==> config.mk <==
export PLATFORM = sky130hd
export DESIGN_NAME = serial_frame_rx
export DESIGN_NICKNAME = d
export VERILOG_FILES = /design/src/rtl/serial_pkg.sv /design/src/rtl/rx_hold_reg.sv /design/src/rtl/serial_frame_rx.sv
export SDC_FILE = /design/constraint.sdc
export NUM_CORES = 1
export LEC_CHECK = 0
export ABC_AREA = 1
export CORE_ASPECT_RATIO = 0.75
export CORE_MARGIN = 3
export CORE_UTILIZATION = 40
export CTS_CLUSTER_SIZE = 14
export DETAILED_ROUTE_END_ITERATION = 10
export PLACE_DENSITY_LB_ADDON = 0.25
export SLEW_MARGIN = 40
export SYNTH_ARGS = -nofsm -noshare
export SYNTH_HDL_FRONTEND = slang
export SYNTH_HIERARCHICAL = 1
export SYNTH_SLANG_ARGS = --single-unit
export TNS_END_PERCENT = 5
==> constraint.sdc <==
create_clock -name clk -period 3.7 [get_ports clk]
set_input_delay 0.925 -clock clk [delete_from_list [all_inputs] [get_ports clk]]
set_output_delay 0.925 -clock clk [all_outputs]
set_load 0.005 [all_outputs]
==> src/rtl/serial_pkg.sv <==
// Shared types and sizing helpers for the serial frame receiver.
package serial_pkg;

  // Receiver state: hunting for the sync word, or deserialising a frame.
  typedef enum logic [0:0] {
    HUNT    = 1'b0,
    PAYLOAD = 1'b1
  } rx_state_t;

  localparam int unsigned DEF_DATA_W      = 8;
  localparam int unsigned DEF_SYNC_W      = 8;
  localparam int unsigned DEF_FRAME_WORDS = 4;
  localparam logic [7:0]  DEF_SYNC_WORD   = 8'hA5;

  // Counter width able to index 0..n-1; never narrower than one bit.
  function automatic int unsigned cnt_w(input int unsigned n);
    return (n <= 1) ? 1 : $clog2(n);
  endfunction

endpackage

==> src/rtl/rx_hold_reg.sv <==
// One-entry valid/ready holding register for completed payload words.
// A word offered while the entry is occupied and not being drained in the
// same cycle is dropped and raises a sticky overflow flag.
// Ports:
//   clk, reset      clock, synchronous active-high reset
//   load, load_data completed word offered by the deserialiser
//   out_ready       consumer accept
//   out_data        held word, stable while out_valid is high
//   out_valid       entry occupied
//   overflow        sticky drop indicator, cleared only by reset
module rx_hold_reg #(
  parameter int unsigned DATA_W = 8
) (
  input  logic              clk,
  input  logic              reset,
  input  logic              load,
  input  logic [DATA_W-1:0] load_data,
  input  logic              out_ready,
  output logic [DATA_W-1:0] out_data,
  output logic              out_valid,
  output logic              overflow
);

  logic accept_c;

  assign accept_c = out_valid & out_ready;

  // A drain and a load in the same cycle chain back-to-back without a bubble.
  always_ff @(posedge clk) begin
    if (reset) begin
      out_data  <= '0;
      out_valid <= 1'b0;
      overflow  <= 1'b0;
    end else if (load) begin
      if (!out_valid || accept_c) begin
        out_data  <= load_data;
        out_valid <= 1'b1;
      end else begin
        overflow <= 1'b1;
      end
    end else if (accept_c) begin
      out_valid <= 1'b0;
    end
  end

endmodule

==> src/rtl/serial_frame_rx.sv <==
// Serial frame receiver: hunts for a sync word in a qualified bit stream,
// then deserialises FRAME_WORDS words MSB-first into a valid/ready port.
// Ports:
//   clk, reset   clock, synchronous active-high reset
//   din          serial bit, sampled only while din_valid is high
//   din_valid    bit qualifier
//   out_data     deserialised word
//   out_valid    word available
//   out_ready    consumer accept
//   locked       high from sync match until the last payload bit of a frame
//   frame_done   one-cycle pulse after the final word of a frame
//   overflow     sticky: a word was dropped because the holding register was full
module serial_frame_rx
  import serial_pkg::*;
#(
  parameter int unsigned             DATA_W      = DEF_DATA_W,
  parameter int unsigned             SYNC_W      = DEF_SYNC_W,
  parameter logic [SYNC_W-1:0]       SYNC_WORD   = SYNC_W'(DEF_SYNC_WORD),
  parameter int unsigned             FRAME_WORDS = DEF_FRAME_WORDS
) (
  input  logic              clk,
  input  logic              reset,
  input  logic              din,
  input  logic              din_valid,
  output logic [DATA_W-1:0] out_data,
  output logic              out_valid,
  input  logic              out_ready,
  output logic              locked,
  output logic              frame_done,
  output logic              overflow
);

  localparam int unsigned BIT_CW  = cnt_w(DATA_W);
  localparam int unsigned WORD_CW = cnt_w(FRAME_WORDS);
  localparam int unsigned SEEN_W  = cnt_w(SYNC_W + 1);

  rx_state_t          state;
  // Shift registers keep only the older bits; the current din completes the window.
  logic [SYNC_W-2:0]  sync_sr;
  logic [DATA_W-2:0]  data_sr;
  logic [SEEN_W-1:0]  bits_seen;
  logic [BIT_CW-1:0]  bit_cnt;
  logic [WORD_CW-1:0] word_cnt;

  logic [SYNC_W-1:0]  sync_next_c;
  logic [DATA_W-1:0]  word_next_c;
  logic               sync_hit_c;
  logic               word_done_c;
  logic               last_word_c;

  // Match and completion decode, including the bit arriving this cycle.
  always_comb begin
    sync_next_c = {sync_sr, din};
    word_next_c = {data_sr, din};
    // bits_seen guard stops the reset-zero history from forming a match.
    sync_hit_c  = (state == HUNT) && din_valid && (sync_next_c == SYNC_WORD) &&
                  (bits_seen >= SEEN_W'(SYNC_W - 1));
    word_done_c = (state == PAYLOAD) && din_valid && (bit_cnt == BIT_CW'(DATA_W - 1));
    last_word_c = (word_cnt == WORD_CW'(FRAME_WORDS - 1));
  end

  // Frame FSM, shift registers and counters; nothing advances without din_valid.
  always_ff @(posedge clk) begin
    if (reset) begin
      state      <= HUNT;
      sync_sr    <= '0;
      data_sr    <= '0;
      bits_seen  <= '0;
      bit_cnt    <= '0;
      word_cnt   <= '0;
      locked     <= 1'b0;
      frame_done <= 1'b0;
    end else begin
      frame_done <= 1'b0;
      if (din_valid) begin
        case (state)
          HUNT: begin
            sync_sr <= sync_next_c[SYNC_W-2:0];
            if (bits_seen != SEEN_W'(SYNC_W)) begin
              bits_seen <= bits_seen + SEEN_W'(1);
            end
            if (sync_hit_c) begin
              state    <= PAYLOAD;
              locked   <= 1'b1;
              bit_cnt  <= '0;
              word_cnt <= '0;
            end
          end
          PAYLOAD: begin
            data_sr <= word_next_c[DATA_W-2:0];
            if (word_done_c) begin
              bit_cnt <= '0;
              if (last_word_c) begin
                // Frame ends even if this word was dropped; hunt restarts from a clean window.
                word_cnt   <= '0;
                state      <= HUNT;
                locked     <= 1'b0;
                frame_done <= 1'b1;
                sync_sr    <= '0;
                bits_seen  <= '0;
              end else begin
                word_cnt <= word_cnt + WORD_CW'(1);
              end
            end else begin
              bit_cnt <= bit_cnt + BIT_CW'(1);
            end
          end
          default: state <= HUNT;
        endcase
      end
    end
  end

  rx_hold_reg #(
    .DATA_W (DATA_W)
  ) u_hold (
    .clk       (clk),
    .reset     (reset),
    .load      (word_done_c),
    .load_data (word_next_c),
    .out_ready (out_ready),
    .out_data  (out_data),
    .out_valid (out_valid),
    .overflow  (overflow)
  );

endmodule

==> run metrics <==
Chip Height=61.9 um; P_leak=0.794 nW; synthesized net count=237; synth warn=6; vias per inst=4.62; #FFs+latches synth=36; cell taking the most area after synthesis=dfxtp_1; worst skew pair latency=290 ps; via count=1371; hold_buf cts=0; post-synth top area share=43.2%; sequential fraction of the synthesis area=43.2%; Synth Area in XOR/XNOR=0.525%; H-tree depth=2; Clk pin slew, worst setup/hold paths=80 ps; Critical Path Start Type=input pin; Residual DRC=0; die width=80.6 um; hpwl dp=2.18 mm; clock skew=6.90 ps; RSZ-0062 raised after global routing=false; IO Pins=17; first-pass GRT wire length=5.29 mm; Max Cap Violations=0; Post-DRT Antenna Nets=0; GRT Residual Overflow=0; All-Layer GR Usage=14.1%; main combinational cell family by area after synthesis=simple AND/OR/NAND/NOR gates; initial core utilization=43.6%; CTS Buf Count=5; Data required, critical path=3880 ps; post-layout util=50.2%; CP arrival=2740 ps; initial antenna violation count=0; mux contribution to synthesized area=0%; post-synthesis adder-cell area fraction=3.75%; final setup fails=0; # rows=19; CTS Sinks=36; largest net degree at the start of global routing=18; Fill cells=371; CP Max Fanout=14; Critical Path End Type=flop; I/O Buffers=16; slew margin rel.=65.0%; synth top area cells=dfxtp_1 (43%), nand2_1 (11%), nor2_1 (9.0%); die footprint=0.00499 mm2; # resized after CTS=0; worst IR drop on VDD=206 uV; fraction of the cycle the final worst path needs=69.0%; run status=complete, no violations; synthesized instance count=227; Synth Area in Compound Gates=12.1%; buffer levels on the longest clock path=2; placer congestion estimate=0.755; Max Fclk=392 MHz; synthesized cell area=0.00167 mm2; Crit Path Category=in -> reg; DR WL/cell=10.5 um; Starting DRT DRC Count=79; Final #Nets=254; Mean Syn Cell Area=7.35 um2; # diodes=0; TNS Setup=0 ps; number of global-route vias before repair=1140; WL final=3.11 mm; share of cells above drive strength 1=7.76%; post-CTS setup buffer count=0; multi-input logic area=766 um2; Worst Tran Pin Value=524 ps; core area=0.00383 mm2; Distinct cells, synth=24; Slew Viols, Final=0; Tmin final=2550 ps; power density cells=368 mW/mm2; HP Class=reg -> reg; Synth Area in Simple Gates=29.6%; P&R area growth vs syn=15.3%; TritonCTS clock tree=built; Register Area=721 um2; Final Hold Fails=0; drt pass-1 iters=5; clk root buf=clkbuf_8
-- power by group --
part / total [mW] / internal [mW] / switching [mW]
combinational: 0.0367 / 0.0141 / 0.0226
clock: 0.278 / 0.131 / 0.147
sequential: 0.394 / 0.391 / 0.00351
-- per-layer routing --
metal	routed length (um)	GRT usage (%)	part of all wire (%)
met4	60	6.51	1.9
met3	163	4.47	5.2
met2	1200	20.2	39
met1	1690	19.3	54
met5	0	0	0
-- cell usage in the layout, fill, tap and decap left out, types with 2 or more instances in the layout --
| master | count |
|---|---|
| nand2_1 | 49 |
| nor2_1 | 40 |
| dfxtp_1 | 36 |
| inv_1 | 26 |
| a21oi_1 | 26 |
| clkdlybuf4s50_1 | 16 |
| nand3_1 | 15 |
| o21ai_0 | 8 |
| ha_1 | 5 |
| clkbuf_8 | 5 |
| nor2_2 | 2 |
| nand3_2 | 2 |
| clkinv_2 | 2 |
| buf_4 | 2 |
-- area by class of cell --
cell class,instances,area share [%]
Clock inverter,3,0.976
Inverter,27,5.66
Tap cell,52,3.38
Clock buffer,5,3.58
Timing Repair Buffer,18,9.11
Sequential cell,36,37.5
Multi-Input combinational cell,156,39.8
-- registers in the layout (all words and copies together) (netlist names) --
name / flops
frame_done: 1
bits_seen: 4
locked: 1
u_hold/overflow: 1
word_cnt: 2
sync_sr: 7
bit_cnt: 3
u_hold/out_data: 8
data_sr: 7
u_hold/out_valid: 1
state: 1
-- critical path, cell delays in order --
cell and delay (ps):
clkdlybuf4s50_1 580, nand2_1 300, nor2_2 470, buf_4 260, nand3_1 90, nand2_1 70
nor2_1 40
-- Yosys cell counts (all sizes together) --
cell and count:
nand3 18, clkbuf 2, o21ai 8, xnor2 1
inv 27, nor3 1, nand4 1, dfxtp 36
ha 5, nor2 43, buf 6, a21oi 27
a21boi 2, nand2 50
-- stage by stage --
stage | hold slack (ps) | std cells | instance area [um2] | power (mW) | setup WS [ps]
after floorplan | 440 | 227 | 1670 | 0.427 | 1980
after global placement | 439 | 289 | 1840 | 0.440 | 850
after detailed placement | 441 | 289 | 1840 | 0.440 | 847
after CTS | 453 | 297 | 1920 | 0.715 | 1140
after global routing | 494 | 297 | 1920 | 0.736 | 945
final | 453 | 297 | 1920 | 0.709 | 1150
-- kinds of logic (layout without fill, tap and decap cells) --
family,count (synthesis),after routing
compound gates,37,37
buf+inv,35,53
simple gates,113,113
fa+ha+maj,5,5
xor+xnor,1,1
flops,36,36
-- worst paths after layout --
| kind | end | slack [ps] | depth (start not counted) | from |
|---|---|---|---|---|
| setup / recovery | u_hold/out_data[7] | 1150 | 7 | din_valid |
| hold / removal | u_hold/overflow | 450 | 2 | u_hold/overflow |
| setup reg to reg | u_hold/out_data[7] | 1610 | 6 | state |
| hold reg to reg | u_hold/overflow | 450 | 2 | u_hold/overflow |
Power figures use the tool's default switching activity.
